`src/rtl/main_mod_pkg.sv`:
```
// rtl/main_mod_pkg.sv - shared width and operand type for the three-input minimum finder
package main_mod_pkg;

    localparam int DEFAULT_WIDTH = 8;

    typedef logic [DEFAULT_WIDTH-1:0] operand_t;

endpackage

```
`src/rtl/main_mod_min2_reg.sv`:
```
// rtl/main_mod_min2_reg.sv - registered two-input unsigned minimum cell
module min2_reg
    import main_mod_pkg::*;
#(
    parameter int WIDTH = DEFAULT_WIDTH
) (
    input  logic             clk,
    input  logic             rst_n,
    input  logic [WIDTH-1:0] x,
    input  logic [WIDTH-1:0] y,
    output logic [WIDTH-1:0] z
);

    logic [WIDTH-1:0] z_d;
    logic [WIDTH-1:0] z_q;

    always_comb begin
        z_d = (x < y) ? x : y;
    end

    // rst_n is active-high despite its name
    always_ff @(posedge clk or posedge rst_n) begin
        if (rst_n) begin
            z_q <= '0;
        end else begin
            z_q <= z_d;
        end
    end

    assign z = z_q;

endmodule

```
`src/rtl/main_mod.sv`:
```
// rtl/main_mod.sv - two-stage pipelined min(a, b, c) built from three min2_reg cells
module main_mod
    import main_mod_pkg::*;
#(
    parameter int WIDTH = DEFAULT_WIDTH
) (
    input  logic             clk,
    input  logic             rst_n,
    input  logic [WIDTH-1:0] a,
    input  logic [WIDTH-1:0] b,
    input  logic [WIDTH-1:0] c,
    output logic [WIDTH-1:0] d
);

    logic [WIDTH-1:0] m_ab;
    logic [WIDTH-1:0] m_ac;

    min2_reg #(.WIDTH(WIDTH)) u_ab (
        .clk   (clk),
        .rst_n (rst_n),
        .x     (a),
        .y     (b),
        .z     (m_ab)
    );

    min2_reg #(.WIDTH(WIDTH)) u_ac (
        .clk   (clk),
        .rst_n (rst_n),
        .x     (a),
        .y     (c),
        .z     (m_ac)
    );

    min2_reg #(.WIDTH(WIDTH)) u_out (
        .clk   (clk),
        .rst_n (rst_n),
        .x     (m_ab),
        .y     (m_ac),
        .z     (d)
    );

endmodule

```
`config.mk`:
```
export PLATFORM = sky130hd
export DESIGN_NAME = main_mod
export DESIGN_NICKNAME = d
export VERILOG_FILES = /design/src/rtl/main_mod_pkg.sv /design/src/rtl/main_mod_min2_reg.sv /design/src/rtl/main_mod.sv
export SDC_FILE = /design/constraint.sdc
export NUM_CORES = 1
export LEC_CHECK = 0
export CORE_UTILIZATION = 44
export CTS_CLUSTER_DIAMETER = 100
export CTS_CLUSTER_SIZE = 28
export DETAILED_ROUTE_END_ITERATION = 7
export PLACE_DENSITY_LB_ADDON = 0.2
export SYNTH_ARGS = -nofsm -noshare
export SYNTH_HDL_FRONTEND = slang
export SYNTH_SLANG_ARGS = --single-unit
```
`constraint.sdc`:
```
create_clock -name clk -period 1.8 [get_ports clk]
set_clock_uncertainty 0.15 [all_clocks]
set_input_delay 0.36 -clock clk [delete_from_list [all_inputs] [get_ports clk]]
set_output_delay 0.36 -clock clk [all_outputs]
set_load 0.005 [all_outputs]
```
## Word-level counts from Yosys, hierarchy flattened

Cells that the tools add are included.

| cells by class | value |
|---|---|
| $lt $le $gt $ge | 3 |
| mux-type cells | 3 |

Operator list:

| kind | number |
|---|---|
| $lt 8x8->1 | 3 |
| $mux 8 | 3 |

| word-level totals | value |
|---|---|
| flip-flop bits (word level) | 24 |
| bits of input ports | 26 |

## Longest topological paths before layout

Gate-level depths: netlist of run 1.

| depth | value |
|---|---|
| depth after elaboration | 2 |
| mapped depth | 6 |
| gate-level depth less buffers | 6 |

## By module

A second synthesis of run 1 with hierarchy kept.

| second synthesis, totals | value |
|---|---|
| cell total of the unflattened synthesis | 123 |
| area, all modules | 1445.1 µm² |

Modules (own cells, without submodules):

| module | cells each | sequential area each (µm²) | instances | area each (µm²) |
|---|---|---|---|---|
| min2_reg | 41 | 200.2 | 3 | 481.7 |

## Least setup slack after synthesis of run 1

Ideal clock, no wire load.

| timing | value |
|---|---|
| path kind | input -> register |
| start | in c[1] |
| end | reg u_ac.z_q[0] (netlist: u_ac.z[0]) |
| path slack | -0.246 ns |
| data arrival time | 1.772 ns |
| cell stages on the path | 5 |
| library setup time | 0.125 ns |
| buffers on the path | 0 |
| required time | 1.525 ns |
| path through | inv_1 > ha_1 > a2111o_1 > a211oi_4 > mux2_2 |

| between the ends | value |
|---|---|
| word-level cells in the longest chain between the ends | 2 |

Ends and longest elaborated chain:

| what | line | RTL |
|---|---|---|
| from (decl) | main_mod.sv:11 | `input logic [WIDTH-1:0] c,` |
| $lt 8x8->1 | main_mod_min2_reg.sv:18 | `z_d = (x < y) ? x : y;` |
| $mux 8 | main_mod_min2_reg.sv:18 |  |
| net u_ac.z_d[0] | main_mod_min2_reg.sv:14 | `logic [WIDTH-1:0] z_d;` |
| to (signal assigned) | main_mod_min2_reg.sv:26 | `z_q <= z_d;` |
| to (decl) | main_mod_min2_reg.sv:15 | `logic [WIDTH-1:0] z_q;` |

The timed path passes the listed nets, and every way through them passes these cells.

## Worst setup path in the final report of run 1

| timing | value |
|---|---|
| start | reg u_ab.z_q[1] (netlist: u_ab.z[1]) |
| end | reg u_out.z_q[7] (netlist: u_out.z[7]) |

| between the ends | value |
|---|---|
| word-level cells in the longest chain between the ends | 2 |

Ends and longest elaborated chain:

| what | line |
|---|---|
| from (decl) | main_mod_min2_reg.sv:15 |
| from (signal assigned) | main_mod_min2_reg.sv:26 |
| $lt 8x8->1 | main_mod_min2_reg.sv:18 |
| $mux 8 | main_mod_min2_reg.sv:18 |
| net u_out.z_d[7] | main_mod_min2_reg.sv:14 |
| to (signal assigned) | main_mod_min2_reg.sv:26 |
| to (decl) | main_mod_min2_reg.sv:15 |

The timed path passes the listed nets, and every way through them passes these cells.

==> impl_metrics.py, run 1 <==
metrics = {
    "status": {
        "outcome": "finished, violations left",
        "violations": "setup timing",
    },
    "global_route": {
        "grt_max_degree": 25,
        "antenna_found_initial": 0,
        "grt_first_pass_wirelength_um": 5410,
        "overflow": 0,
        "grt_pass1_vias": 1248,
        "grt_usage": 0.211,
    },
    "worst_hold_path": {
        "hold_class": "in2reg",
        "hold_start": "b[1]",
    },
    "route": {
        "ant_nets": 0,
        "wl_per_cell_um": 13.9,
        "vias": 1107,
        "wl_um": 3150,
        "via_per_inst": 4.88,
        "drc": 0,
        "drt_first_pass_iters": 4,
        "dr.first_iter.drc_count": 9,
    },
    "setup_path": {
        "crit_start": "u_ab.z[1]",
        "cp_max_fo": 4,
        "worst-endpoint-required_ns": 1.84,
        "cp.arrival_ns": 2.17,
        "cp-start-kind": "flop",
        "critPathKind": "reg2reg",
        "r2r-start": "u_ab.z[1]",
        "crit_path_end_kind": "flop",
    },
    "timing": {
        "timing.hold.ws_ns": 0.157,
        "setup_slack_ns": -0.327,
        "max-slew-margin-rel": 0.792,
        "rsz0062_at_grt": "yes",
        "tightest_slew_ns": 0.313,
        "period_minus_slack_ns": 2.13,
        "fmax_mhz": 470,
        "hold_violations": 0,
        "period_share": 1.18,
        "final_max_slew_viol_count": 0,
        "setup_violations": 16,
        "tns_ns": -2.74,
    },
    "synthesis": {
        "async_flop_share": 1.00,
        "syn_nets": 168,
        "netlist.area_leader.share": 0.418,
        "synth_seq_cells": 24,
        "synth_cell_types": 12,
        "synth_ff_type": "dfrtp_1",
        "ys_top_cells_by_count": "inv_1 (25), dfrtp_1 (24), mux2_2 (24), ha_1 (21), o21ai_0 (6)",
        "syn-instance-count": 121,
        "synth.avg_cell_area_um2": 11.9,
        "ys_top_cells_by_area": "dfrtp_1 (42%), mux2_2 (19%), ha_1 (18%)",
        "synth.most_common_cell": "inv_1",
        "ys_warn_count": 0,
        "yosysSeqAreaShare": 0.418,
        "synth_top_cell_by_area": "dfrtp_1",
        "synth_edf_count": 0,
        "syn_area_mm2": 0.00144,
    },
    "finish": {
        "n_antenna_cell": 0,
        "final_nets": 232,
        "fillers": 197,
        "syn2layout_area_growth_pct": 55.5,
        "layout-drive-gt1-share": 0.568,
    },
    "clock_tree": {
        "clk_latency_ns": 0.30,
        "clk_path_buf_depth": 2,
        "cts_root_buf": "clkbuf_4",
        "cts_tree": "done",
        "htreeDepth": 1,
        "cts.clk_slew.worst_paths_ns": 0.11,
        "cts_buffers": 3,
        "clock-sinks": 24,
    },
    "run": {
        "cap_violations": 0,
    },
    "die": {
        "fp.dieW_um": 59.2,
        "die-area_mm2": 0.00350,
        "io_pins": 34,
        "rows": 20,
        "core_mm2": 0.00308,
        "fp.dieH_um": 59.2,
        "start_util": 0.467,
    },
    "pwr": {
        "power_frac_comb": 0.423,
        "irDropWorstVdd_mv": 0.252,
        "pwr-share-seq": 0.435,
        "leakage_uw": 0.00108,
        "p_total_uw": 1500,
        "p_int_uw": 1090,
        "swShare": 0.274,
        "p_sw_uw": 412,
        "power_density_mw_per_mm2": 672,
        "power.share.clock": 0.142,
    },
    "place": {
        "io_buffers": 33,
        "hpwl_um": 2470,
        "place.gp.congestion": 0.790,
    },
}
area by class of cell:
class | instances | area, µm² | area share
Multi-Input combinational cell | 72 | 965 | 0.431
Sequential cell | 24 | 601 | 0.269
Timing Repair Buffer | 59 | 489 | 0.219
Inverter | 25 | 104 | 0.0464
Tap cell | 44 | 55.1 | 0.0246
Clock buffer | 3 | 22.5 | 0.0101
metrics by stage:
stage | instances | util | cell area [µm²] | worst slack, ns
floorplan | 121 | - | 1510 | -0.242
global placement | 223 | 0.675 | 2080 | -0.796
detailed placement | 223 | 0.675 | 2080 | -0.830
CTS | 227 | 0.731 | 2250 | -0.324
global route | 227 | 0.726 | 2240 | -0.375
finish | 227 | 0.726 | 2240 | -0.327
cell families after synthesis:
logic type,Yosys count,synth area share
buffers and inverters,25,0.0653
muxes,24,0.188
DFF,24,0.418
adders and majority gates,21,0.183
AOI/OAI and AO/OA,18,0.112
and+or+nand+nor,9,0.0339
state kept, by name, summed over array words and instances, names as in the netlist:
register and cells:
u_out.z 8, u_ac.z 8, u_ab.z 8
path summary, 6_finish.rpt:
kind / endpoint / slack [ns] / depth (start not counted)
min in group asynchronous: u_out.z[7] / 0.26 / 3
max reg2reg: u_out.z[7] / -0.33 / 5
min reg2reg: u_out.z[0] / 0.35 / 1
max: u_out.z[7] / -0.33 / 5
min: u_ab.z[1] / 0.16 / 2
max in group asynchronous: u_out.z[1] / 1.02 / 3
metal layers:
metal,vias to the layer above,GRT usage,part of all wire
li1,548,-,-
met1,532,0.225,0.41
met2,23,0.417,0.56
met3,4,0.0218,0.019
met4,0,0.0884,0.011
met5,-,0,0
worst max-delay path: stages, from the launching register on:
cell and delay [ns]:
dfrtp_1 0.40, ha_1 0.30, a2111o_1 0.42, a211oi_4 0.24
buf_4 0.17, mux2_2 0.34
power by group through the flow:
stage	sequential (µW)	clock, µW	combinational, µW
finish	654	213	635
global route	665	245	692
CTS	654	228	626
detailed placement	666	0	573
global placement	663	0	552
floorplan	667	0	285
cell usage in the layout, fill, tap and decap left out, types with 2 or more instances in the layout:
| cell type | instances |
|---|---|
| a211oi_4 | 3 |
| clkdlybuf4s15_1 | 3 |
| dlygate4sd2_1 | 5 |
| ha_4 | 9 |
| inv_1 | 15 |
| buf_6 | 6 |
| o21ai_0 | 2 |
| a211oi_2 | 2 |
| nand2b_1 | 2 |
| nor2_2 | 2 |
| inv_6 | 2 |
| ha_2 | 3 |
| o21ai_2 | 3 |
| ha_1 | 9 |
| dfrtp_1 | 24 |
| clkdlybuf4s50_1 | 9 |
| mux2_4 | 16 |
| buf_4 | 22 |
| a21oi_2 | 2 |
| a2111o_1 | 3 |
| inv_2 | 8 |
| nand4_1 | 3 |
| mux2_2 | 8 |
| clkbuf_4 | 3 |
| buf_2 | 7 |
| clkdlybuf4s15_2 | 2 |
| clkbuf_2 | 4 |
timing repair:
action | in CTS | in global routing
pin swaps | 12 | 10
gates resized for setup | 103 | 18
setup buffers | 1 | 0
setup endpoints to repair | 24 | 24
hold buffers | 0 | 0
No activity file was read; power rests on OpenSTA's default activity.
==> run 2: changes to the inputs <==
Settings changed: CORE_UTILIZATION 44 to 50, DONT_BUFFER_PORTS set to 1, SLEW_MARGIN set to 15.
==> run 2 against run 1 <==
The flow still finishes with violations (setup timing). Non-clock buffer count shrank 51. Utilization shrank 13 points. Clock power grew 28%. Combinational power shrank 40%. Clock-buffer cell count grew 1. Sequential share of layout area grew 9.7 points. Power shrank 12%. Cell area shrank 27%. Register-to-register slack gained 0.06 ns.
==> impl_metrics.py, run 2 (synthesis results as in run 1) <==
metrics = {
    "status": {
        "outcome": "finished, violations left",
        "violations": "setup timing",
    },
    "die": {
        "die-area_mm2": 0.00309,
        "fp.dieW_um": 55.6,
        "rows": 19,
        "start_util": 0.526,
        "fp.dieH_um": 55.6,
        "io_pins": 34,
        "core_mm2": 0.00273,
    },
    "finish": {
        "syn2layout_area_growth_pct": 14.3,
        "layout.cells.most_common": "dfrtp_1",
        "layout_common_cells": "dfrtp_1 (24), inv_1 (23), ha_1 (18), mux2_2 (16), mux2_4 (8)",
        "final_nets": 181,
        "n_antenna_cell": 0,
        "stdcell_count": 164,
        "final_area_mm2": 0.00164,
        "layout-drive-gt1-share": 0.323,
    },
    "setup_path": {
        "cp_max_fo": 4,
        "cp.arrival_ns": 2.12,
        "worst-endpoint-required_ns": 1.85,
        "critPathKind": "reg2reg",
        "cp-start-kind": "flop",
        "crit_path_end_kind": "flop",
    },
    "global_route": {
        "antenna_found_initial": 0,
        "grt_usage": 0.178,
        "grt_first_pass_wirelength_um": 4250,
        "grt_max_degree": 25,
        "grt_pass1_vias": 979,
        "overflow": 0,
    },
    "pwr": {
        "power_density_mw_per_mm2": 802,
        "irDropWorstVdd_mv": 0.604,
        "leakage_uw": 0.000809,
        "p_total_uw": 1320,
    },
    "worst_hold_path": {
        "hold_class": "in2reg",
    },
    "clock_tree": {
        "clk_path_buf_depth": 2,
        "clk_latency_ns": 0.30,
        "cts_resized": 0,
        "cts_root_buf": "clkbuf_4",
        "cts.clk_slew.worst_paths_ns": 0.13,
        "htreeDepth": 1,
        "cts_buffers": 3,
        "cts_tree": "done",
        "clock-sinks": 24,
    },
    "timing": {
        "fmax_mhz": 484,
        "setup_violations": 8,
        "hold_violations": 0,
        "period_share": 1.15,
        "final_max_slew_viol_count": 0,
        "max-slew-margin-rel": 0.812,
        "setup_slack_ns": -0.265,
        "period_minus_slack_ns": 2.07,
        "tightest_slew_ns": 0.282,
        "rsz0062_at_grt": "yes",
        "tns_ns": -2.07,
    },
    "run": {
        "cap_violations": 0,
    },
    "place": {
        "io_buffers": 0,
        "dp_slack_ns": -0.256,
        "dp.cells": 159,
        "placed_area_mm2": 0.00160,
        "place.gp.congestion": 0.765,
        "hpwl_um": 2150,
    },
    "route": {
        "wl_um": 2510,
        "ant_nets": 0,
        "via_per_inst": 5.41,
        "vias": 888,
        "wl_per_cell_um": 15.3,
        "drc": 0,
        "drt_first_pass_iters": 4,
        "dr.first_iter.drc_count": 11,
    },
}
run 2: final timing paths:
check / startpoint / endpoint / slack, ns / cells past startpoint
max reg2reg: u_ab.z[1] / u_out.z[6] / -0.27 / 5
min in group asynchronous: rst_n / u_out.z[4] / 0.37 / 3
max: u_ab.z[1] / u_out.z[6] / -0.27 / 5
max in group asynchronous: rst_n / u_ac.z[0] / 0.91 / 3
min reg2reg: u_ac.z[2] / u_out.z[2] / 0.38 / 1
min: a[4] / u_ab.z[4] / 0.05 / 1
run 2: through the flow:
stage	hold slack, ns	utilization
2_1_floorplan	0.225	-
3_3_place_gp	0.153	0.584
3_5_place_dp	0.158	0.584
4_1_cts	0.0418	0.601
5_1_grt	0.0278	0.601
6_report	0.0479	0.601
run 2: cell type report:
class / count / area, µm²
clock buffer: 4 / 36.3
sequential: 24 / 601
timing repair buffer: 8 / 62.6
inverter: 25 / 104
tap: 31 / 38.8
multi-input combinational: 72 / 801
fill: 231 / 1090
run 2: timing repair:
item	in CTS	in global routing
setup endpoints to repair	8	8
endpoints found under the hold margin	24	0
gates cloned	0	0
setup buffers	0	0
hold buffers	1	0
run 2: power breakdown:
group	leakage [µW]	internal (µW)	switching, µW
Sequential	0.000280	623	42.4
Clock	0.0000210	123	149
Combinational	0.000508	217	163
Total	0.000809	963	355
run 2: worst max-delay path: stages (launching register included):
cell and delay [ns]:
dfrtp_1 0.40, ha_1 0.29, a2111o_1 0.40, a211oi_4 0.22, buf_4 0.17, mux2_2 0.34
run 2: metal layers:
layer,share of wire,vias to the layer above,track usage
met2,0.50,25,0.298
met1,0.43,414,0.227
met5,0,-,0
met4,0.024,0,0.0893
li1,-,442,-
met3,0.045,7,0.0256
==> run 3: changes to the inputs <==
Settings changed: CORE_MARGIN set to 5, CORE_UTILIZATION 50 to 25.
Clock period 1.8 ns to 2.1 ns, I/O delays scaled along.
==> run 3 against run 2 <==
The run now ends clean. Sequential cell count stayed put. Via count is 3.2% lower. Register-to-register slack better by 0.27 ns. Clock-buffer cell count is 1 lower. Utilization is 30 points lower. Die area is 140% higher. Power is 12% lower. Wire length is 14% higher. Cell count is 24% higher.
==> impl_metrics.py, run 3 (synthesis results as in run 1) <==
metrics = {
    "global_route": {
        "grt_usage": 0.0810,
        "grt_max_degree": 25,
        "antenna_found_initial": 0,
        "grt_pass1_vias": 961,
        "overflow": 0,
        "grt_first_pass_wirelength_um": 4680,
    },
    "timing": {
        "period_minus_slack_ns": 2.09,
        "tightest_slew_ns": 0.288,
        "period_share": 0.996,
        "tns_ns": 0,
        "setup_violations": 0,
        "hold_violations": 0,
        "fmax_mhz": 478,
        "final_max_slew_viol_count": 0,
        "setup_slack_ns": 0.00744,
        "timing.hold.ws_ns": 0.163,
        "max-slew-margin-rel": 0.808,
        "rsz0062_at_grt": "yes",
    },
    "route": {
        "dr.first_iter.drc_count": 10,
        "vias": 860,
        "drc": 0,
        "wl_um": 2860,
        "ant_nets": 0,
        "via_per_inst": 4.22,
        "drt_first_pass_iters": 2,
        "wl_per_cell_um": 14.0,
    },
    "finish": {
        "layout_common_cells": "inv_1 (24), dfrtp_1 (24), mux2_2 (20), ha_1 (20)",
        "fin_util": 0.300,
        "layout-drive-gt1-share": 0.295,
        "n_antenna_cell": 0,
        "syn2layout_area_growth_pct": 15.7,
        "final_nets": 181,
    },
    "setup_path": {
        "critPathKind": "reg2reg",
        "worst-endpoint-required_ns": 2.09,
        "cp-start-kind": "flop",
        "r2r-end": "u_out.z[7]",
        "crit_path_end_kind": "flop",
        "ff2ff_setup_slack_ns": 0.007,
        "r2r-start": "u_ab.z[1]",
        "cp_max_fo": 4,
        "reg2reg_depth": 5,
        "cp.arrival_ns": 2.08,
    },
    "worst_hold_path": {
        "hold_end": "u_ac.z[3]",
        "hold_start": "c[3]",
        "hold_class": "in2reg",
        "whs_path_depth": 1,
    },
    "die": {
        "start_util": 0.259,
        "fp.dieW_um": 85.8,
        "fp.dieH_um": 85.8,
        "rows": 27,
        "io_pins": 34,
        "die-area_mm2": 0.00737,
        "core_mm2": 0.00554,
    },
    "clock_tree": {
        "cts_root_buf": "clkbuf_8",
        "clock-sinks": 24,
        "htreeDepth": 1,
        "cts_tree": "done",
        "clk_path_buf_depth": 2,
        "clk_latency_ns": 0.25,
        "cts.clk_slew.worst_paths_ns": 0.08,
        "cts_buffers": 3,
    },
    "pwr": {
        "power_density_mw_per_mm2": 695,
        "irDropWorstVdd_mv": 0.220,
        "leakage_uw": 0.000795,
    },
    "place": {
        "io_buffers": 0,
        "hpwl_um": 2460,
        "place.gp.congestion": 0.788,
        "dp_slack_ns": -0.0469,
    },
    "run": {
        "cap_violations": 0,
    },
    "status": {
        "outcome": "finished, final reports clean",
    },
}
## run 3: changes by cell type in the layout (fill, tap and decap cells not counted), moves of 2 or more
cell	previous run	this run
inv_6	2	0
clkbuf_4	3	0
clkbuf_8	1	3
ha_1	18	20
mux2_2	16	20
mux2_4	8	4
## run 3: power by group
group / switching (µW) / internal (µW)
combinational: 138 / 188
sequential: 41.4 / 535
clock: 126 / 128
total: 305 / 851
## run 3: routing by layer
| metal | vias up | global-route usage | wire, µm |
|---|---|---|---|
| li1 | 441 | - | - |
| met1 | 400 | 0.0964 | 1200 |
| met2 | 17 | 0.141 | 1450 |
| met3 | 2 | 0.0173 | 174 |
| met4 | 0 | 0.0345 | 34 |
| met5 | - | 0 | 0 |
## run 3: repair_timing
action / in CTS / in global routing
hold endpoints to repair: 24 / 0
cloned: 0 / 0
hold buffers: 1 / 0
resized for setup: 0 / 7
buffers inserted: 0 / 0
endpoints found under the setup margin: 2 / 8
## run 3: critical path, cell delays in order, from the launching register on
cell and delay (ns):
dfrtp_1 0.42, ha_4 0.25, a2111o_1 0.41, a211oi_4 0.24, buf_4 0.17, mux2_2 0.33
## run 3: how the worst max path moves through the flow
stage                   start    endpoint  slack [ns]
finish              u_ab.z[1]  u_out.z[7]       0.007
global route        u_ab.z[1]  u_out.z[6]       -0.09
CTS                 u_ab.z[1]  u_out.z[7]      -0.004
detailed placement       b[1]   u_ab.z[6]       -0.05
global placement         b[1]   u_ab.z[7]       -0.03
floorplan                c[1]   u_ac.z[0]      -0.006
## run 3: area by class of cell
cell class              instances  area (µm²)
fillers                       569        3880
clock buffers                   3        41.3
repair buffers                  8        66.3
flip-flops and latches         24         601
inverters                      25        93.8
well taps                      72        90.1
multi-input cells              72         771
## run 3: per-stage QoR
step           instances  power [µW]  cell area, µm²
6_report             204        1160            1660
5_1_grt              204        1240            1660
4_1_cts              204        1150            1630
3_5_place_dp         200         892            1580
3_3_place_gp         200         888            1580
2_1_floorplan        121         798            1440
